<file path="src/rtl/ysyx_23060201_ctrl_pkg.sv">
// Shared types and constants for the NPC multi-cycle sequencer and its watchdog.
package ysyx_23060201_ctrl_pkg;

  typedef enum logic [3:0] {
    S_BOOT   = 4'd0,
    S_FETCH  = 4'd1,
    S_IWAIT  = 4'd2,
    S_DECODE = 4'd3,
    S_EXEC   = 4'd4,
    S_MEM    = 4'd5,
    S_MWAIT  = 4'd6,
    S_WB     = 4'd7,
    S_HALT   = 4'd8
  } state_t;

  localparam logic [1:0] HC_EBREAK  = 2'd0;
  localparam logic [1:0] HC_FETCH   = 2'd1;
  localparam logic [1:0] HC_LSU     = 2'd2;
  localparam logic [1:0] HC_ILLEGAL = 2'd3;

  localparam int TIMEOUT_DEF = 255;

  // Enough bits to hold the value TIMEOUT itself, so the counter can saturate there.
  function automatic int tmo_width(input int tmo);
    return (tmo < 2) ? 1 : $clog2(tmo + 1);
  endfunction

endpackage

</file>
<file path="src/rtl/ysyx_23060201_wdog.sv">
// Bus watchdog: counts cycles of an outstanding transaction and flags the cycle in
// which the count reaches TIMEOUT. Cleared whenever no transaction is in flight.
module ysyx_23060201_wdog
  import ysyx_23060201_ctrl_pkg::*;
#(
  parameter int TIMEOUT = TIMEOUT_DEF
) (
  input  logic clk,
  input  logic rst,
  input  logic clr,
  input  logic inc,
  output logic expired
);

  localparam int W = tmo_width(TIMEOUT);
  localparam logic [W-1:0] LIMIT = W'(TIMEOUT);
  localparam logic [W-1:0] LAST  = W'(TIMEOUT - 1);

  logic [W-1:0] cnt;

  always_ff @(posedge clk or negedge rst) begin
    if (!rst) begin
      cnt <= '0;
    end else if (clr) begin
      cnt <= '0;
    end else if (inc && (cnt < LIMIT)) begin
      cnt <= cnt + 1'b1;
    end
  end

  // The increment happening this cycle is the one that reaches TIMEOUT.
  assign expired = inc && (cnt >= LAST);

endmodule

</file>
<file path="src/rtl/ysyx_23060201_ctrl.sv">
// Multi-cycle sequencer for the NPC core: handshaked fetch/decode/execute/memory/
// writeback, sticky halt with cause, bus watchdog and cycle/instret counters.
module ysyx_23060201_ctrl
  import ysyx_23060201_ctrl_pkg::*;
#(
  parameter int TIMEOUT = TIMEOUT_DEF
) (
  input  logic        clk,
  input  logic        rst,
  output logic        ifu_req,
  input  logic        ifu_gnt,
  input  logic        ifu_rvalid,
  input  logic        ifu_err,
  output logic        inst_we,
  input  logic        dec_load,
  input  logic        dec_store,
  input  logic        dec_ebreak,
  input  logic        dec_illegal,
  output logic        lsu_req,
  output logic        lsu_we,
  input  logic        lsu_gnt,
  input  logic        lsu_rvalid,
  input  logic        lsu_err,
  output logic        pc_we,
  output logic        gpr_we,
  output logic        halt,
  output logic [1:0]  halt_code,
  output logic [31:0] cycle_cnt,
  output logic [31:0] instret_cnt
);

  state_t     state;
  state_t     state_nx;
  logic [1:0] code_nx;
  logic       store_q;
  logic       in_xfer;
  logic       tmo_exp;
  logic       ifu_resp;
  logic       lsu_resp;

  assign in_xfer = (state == S_FETCH) || (state == S_IWAIT) ||
                   (state == S_MEM)   || (state == S_MWAIT);

  // A response only counts once the request has been granted.
  assign ifu_resp = ((state == S_FETCH) && ifu_gnt && ifu_rvalid) ||
                    ((state == S_IWAIT) && ifu_rvalid);
  assign lsu_resp = ((state == S_MEM) && lsu_gnt && lsu_rvalid) ||
                    ((state == S_MWAIT) && lsu_rvalid);

  ysyx_23060201_wdog #(
    .TIMEOUT (TIMEOUT)
  ) u_wdog (
    .clk     (clk),
    .rst     (rst),
    .clr     (~in_xfer),
    .inc     (in_xfer),
    .expired (tmo_exp)
  );

  always_comb begin
    state_nx = state;
    code_nx  = HC_EBREAK;
    case (state)
      S_BOOT: state_nx = S_FETCH;
      S_FETCH, S_IWAIT: begin
        if (ifu_resp) begin
          if (ifu_err) begin
            state_nx = S_HALT;
            code_nx  = HC_FETCH;
          end else begin
            state_nx = S_DECODE;
          end
        end else if (tmo_exp) begin
          state_nx = S_HALT;
          code_nx  = HC_FETCH;
        end else if ((state == S_FETCH) && ifu_gnt) begin
          state_nx = S_IWAIT;
        end
      end
      S_DECODE: begin
        if (dec_illegal) begin
          state_nx = S_HALT;
          code_nx  = HC_ILLEGAL;
        end else if (dec_ebreak) begin
          state_nx = S_HALT;
          code_nx  = HC_EBREAK;
        end else if (dec_load || dec_store) begin
          state_nx = S_MEM;
        end else begin
          state_nx = S_EXEC;
        end
      end
      S_EXEC: state_nx = S_FETCH;
      S_MEM, S_MWAIT: begin
        if (lsu_resp) begin
          if (lsu_err) begin
            state_nx = S_HALT;
            code_nx  = HC_LSU;
          end else begin
            state_nx = S_WB;
          end
        end else if (tmo_exp) begin
          state_nx = S_HALT;
          code_nx  = HC_LSU;
        end else if ((state == S_MEM) && lsu_gnt) begin
          state_nx = S_MWAIT;
        end
      end
      S_WB:   state_nx = S_FETCH;
      S_HALT: state_nx = S_HALT;
      default: state_nx = S_BOOT;
    endcase
  end

  always_ff @(posedge clk or negedge rst) begin
    if (!rst) begin
      state     <= S_BOOT;
      halt_code <= HC_EBREAK;
      store_q   <= 1'b0;
    end else begin
      state <= state_nx;
      if ((state != S_HALT) && (state_nx == S_HALT)) begin
        halt_code <= code_nx;
      end
      if (state == S_DECODE) begin
        store_q <= dec_store;
      end
    end
  end

  // inst_we must coincide with the bus beat carrying the instruction.
  assign inst_we = ifu_resp && !ifu_err;

  assign ifu_req = (state == S_FETCH);
  assign lsu_req = (state == S_MEM);
  assign lsu_we  = (state == S_MEM) && store_q;
  assign pc_we   = (state == S_EXEC) || (state == S_WB);
  assign gpr_we  = (state == S_EXEC) || ((state == S_WB) && !store_q);
  assign halt    = (state == S_HALT);

  always_ff @(posedge clk or negedge rst) begin
    if (!rst) begin
      cycle_cnt   <= '0;
      instret_cnt <= '0;
    end else begin
      if ((state != S_BOOT) && (state != S_HALT)) begin
        cycle_cnt <= cycle_cnt + 32'd1;
      end
      if (pc_we) begin
        instret_cnt <= instret_cnt + 32'd1;
      end
    end
  end

endmodule

</file>
<file path="config.mk">
export PLATFORM = sky130hd
export DESIGN_NAME = ysyx_23060201_ctrl
export DESIGN_NICKNAME = d
export VERILOG_FILES = /design/src/rtl/ysyx_23060201_ctrl_pkg.sv /design/src/rtl/ysyx_23060201_wdog.sv /design/src/rtl/ysyx_23060201_ctrl.sv
export SDC_FILE = /design/constraint.sdc
export NUM_CORES = 1
export LEC_CHECK = 0
export BUFFER_PORTS_ARGS = -buffer_cell sky130_fd_sc_hd__buf_2
export CAP_MARGIN = 0
export CORE_MARGIN = 2
export CORE_UTILIZATION = 55
export DETAILED_ROUTE_END_ITERATION = 10
export GPL_ROUTABILITY_DRIVEN = 0
export MAX_ROUTING_LAYER = met4
export PLACE_DENSITY = 0.92
export SYNTH_ARGS = -nofsm -noshare
export SYNTH_HDL_FRONTEND = slang
export SYNTH_HIERARCHICAL = 1
export SYNTH_SLANG_ARGS = --single-unit
</file>
<file path="constraint.sdc">
create_clock -name clk -period 3.5 [get_ports clk]
set_clock_uncertainty 0.05 [all_clocks]
set_input_delay 0.875 -clock clk [delete_from_list [all_inputs] [get_ports clk]]
set_output_delay 0.875 -clock clk [all_outputs]
set_load 0.01 [all_outputs]
</file>
Yosys cells after proc, flatten, opt, wreduce, memory -nomap -nowiden --
Index checks and enable logic that the tools add are counted.
Cells by class: $add $sub $neg 3, order comparisons 2, equal/unequal tests 11, multiplexer cells 22, reductions and logical operators 28
Operators by type and width (number):
- $add 32x1->32 const B | 2
- $mux 4 | 10
- $pmux 4 s5 | 1
- $eq 4x3->1 const B | 4
- $mux 8 | 2
- $logic_and 1x1->1 | 13
- $mux 2 | 5
- $add 8x1->8 const B | 1
- $eq 4x2->1 const B | 2
- $eq 4x4->1 const B | 2
- $ge 8x8->1 const B | 1
- $logic_or 1x1->1 | 8
- $lt 8x8->1 const B | 1
- $pmux 2 s3 | 1
- $eq 4x1->1 const B | 1
- $logic_not 4->1 | 1
- $ne 4x4->1 const B | 1
- $reduce_bool 4->1 | 1
- $reduce_or 2->1 | 2
- $mux 1 | 3
- $reduce_or 3->1 | 1
- $logic_not 1->1 | 2
- $ne 2x2->1 const B | 1
Word-level totals: bits in registers 79, output and inout port bits 73

Logic depth before layout (Yosys ltp) --
depth in word-level cells 10, gate-level depth with buffers 9, depth with buffers taken out 8

Cells and area by module --
Netlist, hierarchy kept.
Modules (own cells, without submodules):
- ysyx_23060201_ctrl | times used 1, cells each 333, area an instance 3563.4 µm², sequential area each 1776.7 µm²
- ysyx_23060201_wdog | times used 1, cells each 52, area an instance 491.7 µm², sequential area each 200.2 µm²

Worst setup path after synthesis --
No wires, ideal clock.
path type register to register, start point register state[1], end point register halt_code[1], library setup time 0.126 ns, arrival time 2.232 ns, required time 3.324 ns, setup slack 1.092 ns, cell stages (with the launch flop) 9, buffers on the path 1, period minus slack after synthesis 2.408 ns, cell sequence dfrtp_1 -> xor2_1 -> nor2b_1 -> buf_2 -> o21ai_0 -> nor3_1 -> and3_1 -> mux2i_1 -> a311o_1
Between the ends: cells in the longest elaborated chain, start to end 10, elaborated cells between the ends (all ways) 37, those cells by class eq/ne (10); mux (10); reduce/logical (17)
Ends and longest elaborated chain:
- from (decl) | line ysyx_23060201_ctrl.sv:32 | state_t state;
- from (signal assigned) | line ysyx_23060201_ctrl.sv:121 | state <= state_nx;
- $eq 4x1->1 / $eq 4x2->1 (equally long branches) | line ysyx_23060201_ctrl.sv:41 | assign in_xfer = (state == S_FETCH) || (state == S_IWAIT) ||
- $logic_or 1x1->1 (2 in series) | line ysyx_23060201_ctrl.sv:41
- $logic_or 1x1->1 (*) | line ysyx_23060201_ctrl.sv:42 | (state == S_MEM) || (state == S_MWAIT);
- named net in_xfer | line ysyx_23060201_ctrl.sv:36 | logic in_xfer;
- $logic_and 1x1->1 (*) | line ysyx_23060201_wdog.sv:32 | assign expired = inc && (cnt >= LAST);
- named net tmo_exp | line ysyx_23060201_ctrl.sv:37 | logic tmo_exp;
- $mux 4 (on tied branches) | line ysyx_23060201_ctrl.sv:102, ysyx_23060201_ctrl.sv:73
- $mux 4 (on tied branches) | line ysyx_23060201_ctrl.sv:95, ysyx_23060201_ctrl.sv:66
- $pmux 4 s5 | line ysyx_23060201_ctrl.sv:63 | case (state)
- $eq 4x4->1 | line ysyx_23060201_ctrl.sv:122 | if ((state != S_HALT) && (state_nx == S_HALT)) begin
- $logic_and 1x1->1 | line ysyx_23060201_ctrl.sv:122
- to (signal assigned) | line ysyx_23060201_ctrl.sv:123 | halt_code <= code_nx;
- to (decl) | line ysyx_23060201_ctrl.sv:27 | output logic [1:0] halt_code,
The timed path passes the listed nets; every way through them passes the cells marked *. A chain may end at the register's enable or synchronous reset.

Worst setup path after layout --
start point register state[0], end point register halt_code[1]
The elaborated chain is that of the path after synthesis.

==> impl_metrics.csv <==
group,metric,value,unit
status,status,"complete, no violations",
timing,finalMaxSlewViolations,0,
logic_synthesis,yosys.area.top_type_share,0.488,
cts,cts_max_level,3,
critical_path,cpLargestDelayFamily,"simple AND/OR/NAND/NOR gates",
cells_and_area,syn_to_final_growth,18.5,%
detailed_routing,antenna_left,0,
die,num_io_pins,85,
cts,insertion_delay,0.35,ns
critical_path,crit_fanout,14,
critical_path,worstSetupPathType,"reg2reg",
die,rows,31,
global_routing,grt_use_total,0.235,
cells_and_area,fin_nets,487,
timing,maxSlewHeadroom,0.346,
die,start_util,0.562,
run,max_cap_viol_count,0,
die,die_x,89.9,um
logic_synthesis,yosys_most_used_dff,"dfrtp_1",
cells_and_area,antenna_cells,0,
cts,clock-root-buffer,"clkbuf_8",
logic_synthesis,synth.most_common_cell,"dfrtp_1",
detailed_routing,drt-initial-drc-count,152,
logic_synthesis,seq_area_frac_synth,0.488,
logic_synthesis,synth_warnings,6,
logic_synthesis,synth_edf_count,0,
logic_synthesis,synth-seq-cells,79,
die,core_region_area,7210,um2
cts,clk_pin_slew,0.08,ns
critical_path,cpPeakStageDelay,0.59,ns
power_and_ir_drop,vdd_ir_drop_max,288,uV
global_routing,antenna_found_initial,0,
cts,cts_tree,"yes",
timing,layout_min_cycle_time,2.72,ns
logic_synthesis,synth.cell_area,4060,um2
timing,period_share,0.777,
timing,finalHoldViolations,0,
cts,post_cts_buffers,0,
global_routing,grt_start_max_net_pins,80,
cells_and_area,drive_gt1_frac,0.269,
die,die_area,8080,um2
critical_path,cp_num_buf_inv,1,
detailed_routing,num_vias,3275,
timing,timing.fmax,368,MHz
cts,cts_resized,0,
cts,clkSinkCount,79,
die,die_h,89.9,um
logic_synthesis,async_flop_share,1.00,
detailed_routing,vias_per_cell,5.70,
detailed_routing,wl_per_cell,15.4,um
power_and_ir_drop,power_leakage,2.43,nW
timing,rsz0062_at_grt,"no",
critical_path,crit_path_start_kind,"flip-flop",
cts,cts_buffers,9,
placed_design,port_buffers,84,
placed_design,hpwl,6.12,mm
critical_path,critPathSlowestCell,"dfrtp_1",
logic_synthesis,syn_inst,385,
timing,tightest_slew,0.981,ns
detailed_routing,remaining_drc_errors,0,
global_routing,gr-total-overflow,0,
power_and_ir_drop,powerDensity,531,nW/um2
logic_synthesis,syn_avg_cell_area,10.5,um2
cts,hold_buffers,0,
critical_path,critPathCaptureType,"flip-flop",
timing,fin_setup_tns,0,ns
global_routing,grt_pass1_vias,3232,
detailed_routing,drt_wl_total,8.88,mm
logic_synthesis,netlist_top_cells_count,"79 x dfrtp_1, 33 x xnor2_1, 30 x nand2_1, 30 x xor2_1, 28 x nand3_1",
logic_synthesis,syn_nets,401,
detailed_routing,firstDrtPassIters,4,
power_and_ir_drop,p_total,2.55,mW
critical_path,required,3.69,ns
logic_synthesis,synthTopCellsByArea,"dfrtp_1 49%, xnor2_1 7.1%, xor2_1 6.5%",
critical_path,cp.arrival,2.91,ns
min_path,hp-class,"reg2reg",
logic_synthesis,yosys.area.top_type,"dfrtp_1",
logic_synthesis,yosysUniqueCellTypes,58,
critical_path,path_cells,"xor2_1, nor2b_1, buf_4, o21ai_0, nor3_1, and3_1, mux2i_1, a311o_1",
cts,cts.path.max_buffers,2,
timing,setup_viol,0,
global_routing,grt_pass1_wl,15.2,mm
==> cell type report <==
cell class / count / area [um2]
inverter: 12 / 45.0
clock buffer: 9 / 124
clock inverter: 7 / 120
sequential: 79 / 1980
timing repair buffer: 89 / 460
fill: 560 / 2410
tap: 99 / 124
multi-input combinational: 280 / 1960
==> kinds of logic after synthesis <==
group                    after synthesis  synth area share
multiplexers                           7            0.0185
adder cells (fa/ha/maj)                4            0.0123
AO/OA/AOI/OAI                         37            0.0645
flip-flops                            79             0.488
AND/OR/NAND/NOR                      169             0.249
buffers and inverters                 26            0.0318
XOR/XNOR                              63             0.136
==> state kept, by name, indices dropped and copies added (netlist names) <==
name and count:
instret_cnt 32, store_q 1, u_wdog/cnt 8, state 4
halt_code 2, cycle_cnt 32
==> power breakdown <==
group | internal [mW] | total, mW | switching [mW]
Sequential | 0.999 | 1.13 | 0.131
Clock | 0.477 | 0.823 | 0.345
Combinational | 0.266 | 0.600 | 0.335
Total | 1.74 | 2.55 | 0.811
==> path summary, 6_finish.rpt <==
check | from | cells past startpoint | endpoint | slack [ns]
min in group asynchronous | rst | 1 | cycle_cnt[25]$_DFFE_PN0P_ | 0.63
min reg2reg | cycle_cnt[31]$_DFFE_PN0P_ | 1 | cycle_cnt[31]$_DFFE_PN0P_ | 0.42
min | cycle_cnt[31]$_DFFE_PN0P_ | 1 | cycle_cnt[31]$_DFFE_PN0P_ | 0.42
max | state[0]$_DFF_PN0_ | 8 | halt_code[1]$_DFFE_PN0P_ | 0.78
max in group asynchronous | rst | 1 | state[1]$_DFF_PN0_ | 2.14
max reg2reg | state[0]$_DFF_PN0_ | 8 | halt_code[1]$_DFFE_PN0P_ | 0.78
==> through the flow <==
stage          std cells  area, um2  worst slack (ns)  hold WS [ns]  utilization
3_3_place_gp         559       4560             0.982         0.401        0.632
4_1_cts              575       4810             0.781         0.420        0.666
3_5_place_dp         559       4560             0.880         0.407        0.632
6_report             575       4810             0.781         0.417        0.666
2_1_floorplan        385       4060              1.09         0.446            -
5_1_grt              575       4810             0.536         0.428        0.666
==> cells in the final DEF, fill, tap and decap left out, drive strengths merged, types with 2 or more instances in the layout <==
cell type and instances:
a211oi 2, a21oi 5, a31oi 6, and2 3, and3 7, and4 9, buf 89, bufinv 3
clkbuf 9, clkinv 3, dfrtp 79, ha 4, inv 13, mux2 4, mux2i 3, nand2 30
nand2b 3, nand3 29, nand4 17, nor2 23, nor2b 7, nor3 15, nor4 14, o211ai 3
o21ai 7, o22a 2, or3 3, or4 2, xnor2 33, xor2 30
==> per-layer routing <==
layer,part of all wire,GRT usage,vias to the layer above
met4,0.010,0.0654,0
met2,0.49,0.381,101
li1,-,-,1549
met5,0,-,-
met3,0.049,0.0495,12
met1,0.45,0.303,1613
Note: power is estimated with default switching activity, not from simulation.
